<file path="src/rtl/control_sequencer.sv">
// Hardwired control sequencer for the 8-bit datapath: accepts one instruction per
// handshake and expands it into registered, one-cycle write-enable pulse sequences.
`timescale 1ns/1ps
module control_sequencer #(
  parameter logic [1:0] FUNC_ADD = 2'b00,
  parameter logic [1:0] FUNC_AND = 2'b01,
  parameter logic [1:0] FUNC_OR  = 2'b10,
  parameter logic [1:0] FUNC_XOR = 2'b11,
  parameter int         CNT_W    = 16
) (
  input  logic             clk,
  input  logic             reset_n,
  input  logic [9:0]       instr,
  input  logic             instr_valid,
  output logic             instr_ready,
  input  logic             alu_so,
  input  logic             alu_uo,
  output logic             dp_reset,
  output logic [1:0]       reg_addr_we,
  output logic             reg_we,
  output logic             mar_we,
  output logic             mbr_out_we,
  output logic             mbr_in_we,
  output logic             mem_we,
  output logic             mbr_alu,
  output logic [1:0]       alu_func,
  output logic             alu_comp_b,
  output logic             alu_ci,
  output logic [1:0]       alu_reg_a,
  output logic [1:0]       alu_reg_b,
  output logic             done,
  output logic             so_flag,
  output logic             uo_flag,
  output logic             illegal,
  output logic [CNT_W-1:0] retired,
  output logic [3:0]       dbg_state
);

  typedef enum logic [3:0] {
    S_IDLE, S_EXEC, S_WB, S_WB_END, S_MAR_SET, S_MAR_END, S_MEM_RD,
    S_MBR_END, S_MBR_SET, S_MBROUT_END, S_MEM_WR, S_MEM_END, S_HALTED
  } state_t;

  localparam logic [3:0] OP_NOP   = 4'd0;
  localparam logic [3:0] OP_ADD   = 4'd1;
  localparam logic [3:0] OP_SUB   = 4'd2;
  localparam logic [3:0] OP_AND   = 4'd3;
  localparam logic [3:0] OP_OR    = 4'd4;
  localparam logic [3:0] OP_XOR   = 4'd5;
  localparam logic [3:0] OP_LOAD  = 4'd6;
  localparam logic [3:0] OP_STORE = 4'd7;
  localparam logic [3:0] OP_HALT  = 4'd8;

  state_t r_state;
  state_t w_next_state;

  logic [3:0] r_op;
  logic [1:0] r_rd, r_ra, r_rb;
  logic [3:0] w_op;
  logic [1:0] w_rd, w_ra, w_rb;
  logic       w_accept;
  logic       w_is_alu, w_is_load, w_is_store;

  logic             r_instr_ready, r_dp_reset;
  logic [1:0]       r_reg_addr_we;
  logic             r_reg_we, r_mar_we, r_mbr_out_we, r_mbr_in_we, r_mem_we, r_mbr_alu;
  logic [1:0]       r_alu_func;
  logic             r_alu_comp_b, r_alu_ci;
  logic [1:0]       r_alu_reg_a, r_alu_reg_b;
  logic             r_done, r_so, r_uo, r_illegal;
  logic [CNT_W-1:0] r_retired;

  logic       w_nx_ready;
  logic [1:0] w_nx_reg_addr_we;
  logic       w_nx_reg_we, w_nx_mar_we, w_nx_mbr_out_we, w_nx_mbr_in_we, w_nx_mem_we, w_nx_mbr_alu;
  logic [1:0] w_nx_alu_func;
  logic       w_nx_comp_b, w_nx_ci;
  logic [1:0] w_nx_reg_a, w_nx_reg_b;
  logic       w_nx_done;

  // Handshake: an instruction transfers on a rising edge where instr_valid and
  // instr_ready are both high; instr_ready is registered and only high in IDLE,
  // so the source must hold instr stable until that edge.
  assign w_accept = instr_valid && r_instr_ready && (r_state == S_IDLE);

  always_comb begin
    w_op = r_op;
    w_rd = r_rd;
    w_ra = r_ra;
    w_rb = r_rb;
    if (w_accept) begin
      w_op = instr[9:6];
      w_rd = instr[5:4];
      w_ra = instr[3:2];
      w_rb = instr[1:0];
    end
  end

  assign w_is_alu   = (w_op >= OP_ADD) && (w_op <= OP_XOR);
  assign w_is_load  = (w_op == OP_LOAD);
  assign w_is_store = (w_op == OP_STORE);

  always_comb begin
    w_next_state = r_state;
    case (r_state)
      S_IDLE: begin
        if (w_accept) begin
          if (w_is_alu)                       w_next_state = S_EXEC;
          else if (w_is_load || w_is_store)   w_next_state = S_MAR_SET;
          else if (w_op == OP_HALT)           w_next_state = S_HALTED;
          else                                w_next_state = S_WB_END;
        end
      end
      S_EXEC:       w_next_state = S_WB;
      S_WB:         w_next_state = S_WB_END;
      S_WB_END:     w_next_state = S_IDLE;
      S_MAR_SET:    w_next_state = S_MAR_END;
      S_MAR_END:    w_next_state = (r_op == OP_LOAD) ? S_MEM_RD : S_MBR_SET;
      S_MEM_RD:     w_next_state = S_MBR_END;
      S_MBR_END:    w_next_state = S_WB;
      S_MBR_SET:    w_next_state = S_MBROUT_END;
      S_MBROUT_END: w_next_state = S_MEM_WR;
      S_MEM_WR:     w_next_state = S_MEM_END;
      S_MEM_END:    w_next_state = S_IDLE;
      S_HALTED:     w_next_state = S_HALTED;
      default:      w_next_state = S_IDLE;
    endcase
  end

  // Outputs are decoded from the state being entered and then registered, so the
  // pins show the new state's controls in the same cycle the state is occupied.
  always_comb begin
    w_nx_ready       = 1'b0;
    w_nx_reg_addr_we = 2'd0;
    w_nx_reg_we      = 1'b0;
    w_nx_mar_we      = 1'b0;
    w_nx_mbr_out_we  = 1'b0;
    w_nx_mbr_in_we   = 1'b0;
    w_nx_mem_we      = 1'b0;
    w_nx_mbr_alu     = 1'b0;
    w_nx_alu_func    = FUNC_ADD;
    w_nx_comp_b      = 1'b0;
    w_nx_ci          = 1'b0;
    w_nx_reg_a       = 2'd0;
    w_nx_reg_b       = 2'd0;
    w_nx_done        = 1'b0;

    if ((w_next_state != S_IDLE) && (w_next_state != S_HALTED)) begin
      if (w_is_alu) begin
        w_nx_reg_a       = w_ra;
        w_nx_reg_b       = w_rb;
        w_nx_reg_addr_we = w_rd;
        w_nx_comp_b      = (w_op == OP_SUB);
        w_nx_ci          = (w_op == OP_SUB);
        case (w_op)
          OP_AND:  w_nx_alu_func = FUNC_AND;
          OP_OR:   w_nx_alu_func = FUNC_OR;
          OP_XOR:  w_nx_alu_func = FUNC_XOR;
          default: w_nx_alu_func = FUNC_ADD;
        endcase
      end else if (w_is_load) begin
        // OR of a register with itself passes the address through the ALU to MAR
        w_nx_reg_a    = w_ra;
        w_nx_reg_b    = w_ra;
        w_nx_alu_func = FUNC_OR;
        if ((w_next_state == S_MBR_END) || (w_next_state == S_WB) ||
            (w_next_state == S_WB_END)) begin
          w_nx_mbr_alu     = 1'b1;
          w_nx_reg_addr_we = w_rd;
        end
      end else if (w_is_store) begin
        w_nx_alu_func = FUNC_OR;
        if ((w_next_state == S_MAR_SET) || (w_next_state == S_MAR_END)) begin
          w_nx_reg_a = w_ra;
          w_nx_reg_b = w_ra;
        end else begin
          w_nx_reg_a = w_rb;
          w_nx_reg_b = w_rb;
        end
      end
    end

    case (w_next_state)
      S_IDLE:    w_nx_ready      = 1'b1;
      S_WB:      w_nx_reg_we     = 1'b1;
      S_MAR_SET: w_nx_mar_we     = 1'b1;
      S_MEM_RD:  w_nx_mbr_in_we  = 1'b1;
      S_MBR_SET: w_nx_mbr_out_we = 1'b1;
      S_MEM_WR:  w_nx_mem_we     = 1'b1;
      S_WB_END:  w_nx_done       = 1'b1;
      S_MEM_END: w_nx_done       = 1'b1;
      default:   w_nx_done       = 1'b0;
    endcase
  end

  always_ff @(posedge clk or negedge reset_n) begin
    if (!reset_n) begin
      r_state <= S_IDLE;
      r_op    <= OP_NOP;
      r_rd    <= 2'd0;
      r_ra    <= 2'd0;
      r_rb    <= 2'd0;
    end else begin
      r_state <= w_next_state;
      if (w_accept) begin
        r_op <= instr[9:6];
        r_rd <= instr[5:4];
        r_ra <= instr[3:2];
        r_rb <= instr[1:0];
      end
    end
  end

  always_ff @(posedge clk or negedge reset_n) begin
    if (!reset_n) begin
      r_instr_ready <= 1'b0;
      r_dp_reset    <= 1'b1;
      r_reg_addr_we <= 2'd0;
      r_reg_we      <= 1'b0;
      r_mar_we      <= 1'b0;
      r_mbr_out_we  <= 1'b0;
      r_mbr_in_we   <= 1'b0;
      r_mem_we      <= 1'b0;
      r_mbr_alu     <= 1'b0;
      r_alu_func    <= 2'd0;
      r_alu_comp_b  <= 1'b0;
      r_alu_ci      <= 1'b0;
      r_alu_reg_a   <= 2'd0;
      r_alu_reg_b   <= 2'd0;
      r_done        <= 1'b0;
    end else begin
      r_instr_ready <= w_nx_ready;
      r_dp_reset    <= 1'b0;
      r_reg_addr_we <= w_nx_reg_addr_we;
      r_reg_we      <= w_nx_reg_we;
      r_mar_we      <= w_nx_mar_we;
      r_mbr_out_we  <= w_nx_mbr_out_we;
      r_mbr_in_we   <= w_nx_mbr_in_we;
      r_mem_we      <= w_nx_mem_we;
      r_mbr_alu     <= w_nx_mbr_alu;
      r_alu_func    <= w_nx_alu_func;
      r_alu_comp_b  <= w_nx_comp_b;
      r_alu_ci      <= w_nx_ci;
      r_alu_reg_a   <= w_nx_reg_a;
      r_alu_reg_b   <= w_nx_reg_b;
      r_done        <= w_nx_done;
    end
  end

  // Status: overflow flags follow only arithmetic ops, illegal is sticky until reset.
  always_ff @(posedge clk or negedge reset_n) begin
    if (!reset_n) begin
      r_so      <= 1'b0;
      r_uo      <= 1'b0;
      r_illegal <= 1'b0;
      r_retired <= '0;
    end else begin
      if ((r_state == S_WB_END) && ((r_op == OP_ADD) || (r_op == OP_SUB))) begin
        r_so <= alu_so;
        r_uo <= alu_uo;
      end
      if (w_accept && (instr[9:6] > OP_HALT)) begin
        r_illegal <= 1'b1;
      end
      if (w_nx_done) begin
        r_retired <= r_retired + {{(CNT_W-1){1'b0}}, 1'b1};
      end
    end
  end

  assign instr_ready = r_instr_ready;
  assign dp_reset    = r_dp_reset;
  assign reg_addr_we = r_reg_addr_we;
  assign reg_we      = r_reg_we;
  assign mar_we      = r_mar_we;
  assign mbr_out_we  = r_mbr_out_we;
  assign mbr_in_we   = r_mbr_in_we;
  assign mem_we      = r_mem_we;
  assign mbr_alu     = r_mbr_alu;
  assign alu_func    = r_alu_func;
  assign alu_comp_b  = r_alu_comp_b;
  assign alu_ci      = r_alu_ci;
  assign alu_reg_a   = r_alu_reg_a;
  assign alu_reg_b   = r_alu_reg_b;
  assign done        = r_done;
  assign so_flag     = r_so;
  assign uo_flag     = r_uo;
  assign illegal     = r_illegal;
  assign retired     = r_retired;
  assign dbg_state   = r_state;

endmodule

</file>
<file path="config.mk">
export PLATFORM = sky130hd
export DESIGN_NAME = control_sequencer
export DESIGN_NICKNAME = d
export VERILOG_FILES = /design/src/rtl/control_sequencer.sv
export SDC_FILE = /design/constraint.sdc
export NUM_CORES = 1
export LEC_CHECK = 0
export CAP_MARGIN = 0
export CORE_MARGIN = 10
export CORE_UTILIZATION = 36
export DETAILED_ROUTE_END_ITERATION = 16
export GPL_ROUTABILITY_DRIVEN = 0
export PLACE_DENSITY = 0.68
export SYNTH_ARGS = -nofsm -noshare
export SYNTH_HDL_FRONTEND = slang
export SYNTH_SLANG_ARGS = --single-unit
</file>
<file path="constraint.sdc">
create_clock -name clk -period 2.6 [get_ports clk]
set_clock_uncertainty 0.15 [all_clocks]
set_input_delay 0.52 -clock clk [delete_from_list [all_inputs] [get_ports clk]]
set_output_delay 0.52 -clock clk [all_outputs]
set_load 0.01 [all_outputs]
</file>
==> results.cfg, run 1 <==
[synth]
ys_ff_latch = 51
ys_warn_count = 0
syn-num-nets = 238
netlist_area_um2 = 2460
syn_avg_cell_area_um2 = 11.1
synth-edff-count = 0
synth.distinct_cells = 51
async_reset_ff_frac = 1.00
synth_ff_type = dfrtp_1
ys_seq_area_frac = 0.519
synthCells = 222

[placement]
place_hpwl_um = 4460
post_dp_cell_area_um2 = 3240
port_buffers = 56

[route]
drtAntennaViolNets = 0
wl_per_cell_um = 15.2
vias = 1958
drtPass1Iterations = 4
drt_iter0_drc = 90
drc_errors = 0
routed_wl_um = 5770
via_per_inst = 5.15

[final_layout]
drive_above_1_share = 0.180
regArea_um2 = 1280
area_growth_pct = 36.5
fill_cells = 610
final_cell_area_um2 = 3360
antenna_cells = 0
multi_input_area_um2 = 1070
nets = 315

[grt]
grt_pass1_vias = 1944
grt_pass1_wl_um = 9480
antenna_found_initial = 0
grt_max_degree = 52
grtUsageTotal = 0.113
grt_overflow = 0

[clocking]
clk_pin_slew_worst_paths_ns = 0.10
cts_resized = 0
cts-root-buf = clkbuf_8
cts_tree = built
cts_setup_buffers = 0
cts_made_buffers = 5
clockBufferDepth = 2
htree_levels = 2
clk_latency_ns = 0.30
cts.sinks = 51
ctsHoldBuffers = 0

[critical_path]
crit_required_ns = 2.67
start_kind = primary input
criticalPathCategory = primary input to flip-flop
r2r_end = alu_reg_b[0]$_DFF_PN0_
cp_data_arrival_time_ns = 2.44
cp_top_family = buffers and inverters
path_buf_inv = 3
cp_max_fo = 6
rrSetupSlack_ns = 0.28
crit_chain = clkdlybuf4s50_1 -> nor3_2 -> buf_4 -> a211o_1 -> mux2i_2 -> buf_4 -> a221oi_1 -> a31o_2 -> a21oi_1
rr_worst_depth = 7
cp-end-kind = flip-flop
slowest_delay_ns = 0.53
critPathMostFrequentCell = buf_4
r2r-start = dbg_state[1]$_DFF_PN0_
critPathSlowestCell = clkdlybuf4s50_1

[floorplanning]
dieArea_um2 = 10500
die_y_um = 103
initial_utilization = 0.366
die_w_um = 103
rows = 30
core_area_um2 = 6720
io_pins = 57

[pwr]
peakVddDrop_v = 0.000414
power_mw = 3.39
p_leak_nw = 1.51
power_density_nw_per_um2 = 1010

[hold_path]
hp-class = primary input to async pin

[flow_run]
cap_violations = 0

[timing]
finalSetupViolCount = 0
max_freq_mhz = 422
min_period_over_period = 0.911
rsz0062_at_grt = no
hold_viol = 0
period_minus_slack_ns = 2.37
slew_violations = 0

[run_status]
status = finished clean
==> flip-flops by register name (all words and copies together), names as in the netlist <==
| register | count |
|---|---|
| reg_we | 1 |
| illegal | 1 |
| dp_reset | 1 |
| retired | 16 |
| r_rd | 2 |
| done | 1 |
| mbr_out_we | 1 |
| alu_reg_a | 2 |
| mem_we | 1 |
| instr_ready | 1 |
| mbr_alu | 1 |
| alu_ci | 1 |
| alu_reg_b | 2 |
| reg_addr_we | 2 |
| uo_flag | 1 |
| r_rb | 2 |
| dbg_state | 4 |
| alu_func | 2 |
| so_flag | 1 |
| mar_we | 1 |
| r_ra | 2 |
| r_op | 4 |
| mbr_in_we | 1 |
==> through the flow <==
step	setup TNS (ns)	hold WS (ns)	std cells	utilization	setup slack (ns)
floorplan	0	0.0744	222	-	0.359
global placement	-0.330	0.302	372	0.482	-0.0975
detailed placement	-0.295	0.311	372	0.482	-0.0654
CTS	0	0.0453	380	0.500	0.253
global route	0	0.0513	380	0.500	0.0418
finish	0	0.0430	380	0.500	0.231
==> metal layers <==
layer  global-route usage  up-vias  part of all wire
met5                    0        -                 0
met4               0.0347        0             0.014
met3               0.0369        4             0.072
met2                0.183       58              0.49
met1                0.139      950              0.42
li1                     -      946                 -
==> where the power goes <==
group	internal (mW)	switching, mW	leakage, nW
clock	0.292	0.269	0.0587
combinational	0.854	0.749	0.788
sequential	1.03	0.193	0.664
total	2.18	1.21	1.51
==> worst reg2reg max path, cell delays in order (launching register included) <==
cell and delay, ns:
dfrtp_1 0.47, nor4_2 0.26, nand3_1 0.23, buf_4 0.26
nor3_1 0.31, a221oi_1 0.16, a31o_2 0.24, a21oi_1 0.17
==> layout make-up <==
class / instances / area share
Clock inverter: 3 / 0.0142
Inverter: 7 / 0.00782
Clock buffer: 5 / 0.0205
Sequential cell: 51 / 0.380
Multi-Input combinational cell: 153 / 0.319
Tap cell: 80 / 0.0298
Timing Repair Buffer: 81 / 0.229
==> cell families after synthesis <==
group / after synthesis / synth area share
buffers and inverters: 18 / 0.0463
AO/OA/AOI/OAI: 31 / 0.110
flip-flops: 51 / 0.519
XOR/XNOR: 20 / 0.0712
adder cells (fa/ha/maj): 2 / 0.00915
other: 1 / 0.00152
multiplexers: 10 / 0.0442
AND/OR/NAND/NOR: 89 / 0.199
==> placed cells by master (no fill, tap or decap), types with 2 or more instances in the layout <==
cell type and count:
nand2_1 28, clkbuf_8 5, and3_1 7, clkdlybuf4s50_1 55, nor3_1 4, nor4_1 2, nor4b_1 2, nand3b_1 3
mux2i_1 5, nor2_1 9, a211o_1 4, o21bai_1 2, a31oi_1 2, a31o_2 2, a21oi_2 2, nand4_1 8
inv_1 7, a221oi_1 4, o21ai_0 2, buf_4 23, nor2b_1 3, mux2_2 4, buf_12 2, a21oi_1 4
nand2b_1 2, xor2_1 4, xnor2_1 16, nand3_1 14, dfrtp_1 50
==> synth_stat cells (all sizes together) (6+ instances only) <==
cell   instances  area, µm²
nor3           6       46.3
nand3         14       70.1
nand4          9       62.6
and3           7       43.8
buf           10       83.8
xnor2         16        140
inv            7       26.3
mux2i          6       63.8
a21oi          6       37.5
dfrtp         50       1250
nor2           9       33.8
nand2         28        105
==> how the worst max path moves through the flow <==
stage / startpoint / to / cells past startpoint
6_report: instr[8] / alu_reg_b[0]$_DFF_PN0_ / 9
5_1_grt: dbg_state[1]$_DFF_PN0_ / alu_reg_b[0]$_DFF_PN0_ / 7
4_1_cts: instr[8] / alu_reg_b[0]$_DFF_PN0_ / 9
3_5_place_dp: instr[8] / reg_addr_we[1]$_DFF_PN0_ / 9
3_3_place_gp: instr[8] / alu_reg_b[0]$_DFF_PN0_ / 9
2_1_floorplan: dbg_state[3]$_DFF_PN0_ / reg_addr_we[0]$_DFF_PN0_ / 8
Note: power is estimated with default switching activity, not from simulation.
==> inputs of run 2 (changes only) <==
- GPL_TIMING_DRIVEN: unset -> 0
- PLACE_DENSITY: 0.68 -> unset
- PLACE_DENSITY_LB_ADDON: unset -> 0.15
==> results.cfg, run 2 (same netlist as run 1, synthesis figures left out) <==
[floorplanning]
die_w_um = 103
core_area_um2 = 6720
die_y_um = 103
initial_utilization = 0.366
dieArea_um2 = 10500
rows = 30
io_pins = 57

[clocking]
cts.sinks = 51
cts-root-buf = clkbuf_8
ctsHoldBuffers = 0
htree_levels = 2
clk_latency_ns = 0.31
cts_made_buffers = 5
clk_pin_slew_worst_paths_ns = 0.09
clockBufferDepth = 2
cts_tree = built

[final_layout]
nets = 305
largest_register_ffs = 16
layout_common_cells = 54 x clkdlybuf4s50_1, 50 x dfrtp_1, 28 x nand2_1
antenna_cells = 0
drive_above_1_share = 0.148
layout_commonest_cell = clkdlybuf4s50_1
final_cells = 370
area_growth_pct = 33.2

[critical_path]
criticalPathCategory = primary input to flip-flop
cp_data_arrival_time_ns = 2.53
crit_required_ns = 2.65
start_kind = primary input
cp-end-kind = flip-flop
cp_max_fo = 10

[grt]
grtUsageTotal = 0.111
grt_pass1_vias = 1911
grt_max_degree = 29
grt_overflow = 0
antenna_found_initial = 0
grt_pass1_wl_um = 9250

[timing]
slew_violations = 0
finalSetupTns_ns = 0
tightest_slew_ns = 0.549
period_minus_slack_ns = 2.48
maxSlewHeadroom = 0.634
rsz0062_at_grt = no
fin_ws_ns = 0.124
finalSetupViolCount = 0
hold_viol = 0
max_freq_mhz = 404
min_period_over_period = 0.952
hold_ws_ns = 0.0394

[route]
drtPass1Iterations = 4
vias = 1932
routed_wl_um = 5710
drtAntennaViolNets = 0
drc_errors = 0
via_per_inst = 5.22
drt_iter0_drc = 63
wl_per_cell_um = 15.4

[placement]
dp.cells = 359
port_buffers = 56
place_hpwl_um = 4260
pre_cts_slack_ns = -0.395

[flow_run]
cap_violations = 0

[pwr]
p_leak_nw = 1.46
peakVddDrop_v = 0.000331
power_mw = 3.24
power_density_nw_per_um2 = 987

[run_status]
status = finished clean

[hold_path]
hp-class = primary input to async pin
[run 2: changes by cell type in the layout (fill, tap and decap cells not counted), moves of 2 or more]
cell / previous run / this run
buf_6: 0 / 3
clkbuf_1: 0 / 2
buf_2: 1 / 5
buf_4: 23 / 5
[run 2: critical path, stage by stage]
cell	delay, ns
clkdlybuf4s50_1	0.52
and3b_4	0.28
a21oi_2	0.22
o211ai_4	0.15
buf_4	0.17
nor3_4	0.24
buf_6	0.18
nand4_2	0.08
xnor2_1	0.16
[run 2: path summary, 6_finish.rpt]
kind / slack, ns / endpoint / cells after the start / from
max in group asynchronous: 1.66 / dp_reset$_DFF_PN1_ / 2 / reset_n
max: 0.12 / retired[15]$_DFFE_PN0P_ / 9 / instr[8]
min reg2reg: 0.33 / r_rd[1]$_DFF_PN0_ / 2 / r_rd[1]$_DFF_PN0_
max reg2reg: 0.25 / reg_addr_we[1]$_DFF_PN0_ / 8 / dbg_state[3]$_DFF_PN0_
min: 0.04 / alu_reg_a[0]$_DFF_PN0_ / 1 / reset_n
min in group clk: 0.33 / r_rd[1]$_DFF_PN0_ / 2 / r_rd[1]$_DFF_PN0_
[run 2: what timing repair did]
action,in CTS,in global routing
endpoints found under the setup margin,7,9
pin swaps,1,2
gates cloned,0,0
gates resized for setup,0,4
buffers inserted,2,1
endpoints found under the hold margin,0,0
[run 2: metal layers]
| layer | GRT usage | up-vias | routed length [µm] |
|---|---|---|---|
| li1 | - | 913 | - |
| met1 | 0.138 | 962 | 2530 |
| met2 | 0.177 | 49 | 2710 |
| met3 | 0.0382 | 8 | 390 |
| met4 | 0.0358 | 0 | 75 |
| met5 | 0 | - | 0 |
[run 2: where the power goes]
group          internal (mW)  total [mW]  switching (mW)
registers               1.03        1.20           0.171
logic                  0.805        1.56           0.758
clock network          0.218       0.474           0.255
[run 2: area by class of cell]
cell class / instances / area, µm²
Buffer: 11 / 87.6
Inverter: 7 / 26.3
Sequential cell: 51 / 1280
Fill cell: 661 / 3440
Timing Repair Buffer: 60 / 601
Multi-Input combinational cell: 153 / 1090
Tap cell: 80 / 100
Clock inverter: 1 / 8.76
Clock buffer: 7 / 86.3
[run 2: metrics by stage]
step	cell area, µm²	util
floorplan	2460	-
global placement	3120	0.465
detailed placement	3140	0.467
CTS	3250	0.483
global route	3280	0.488
finish	3280	0.488
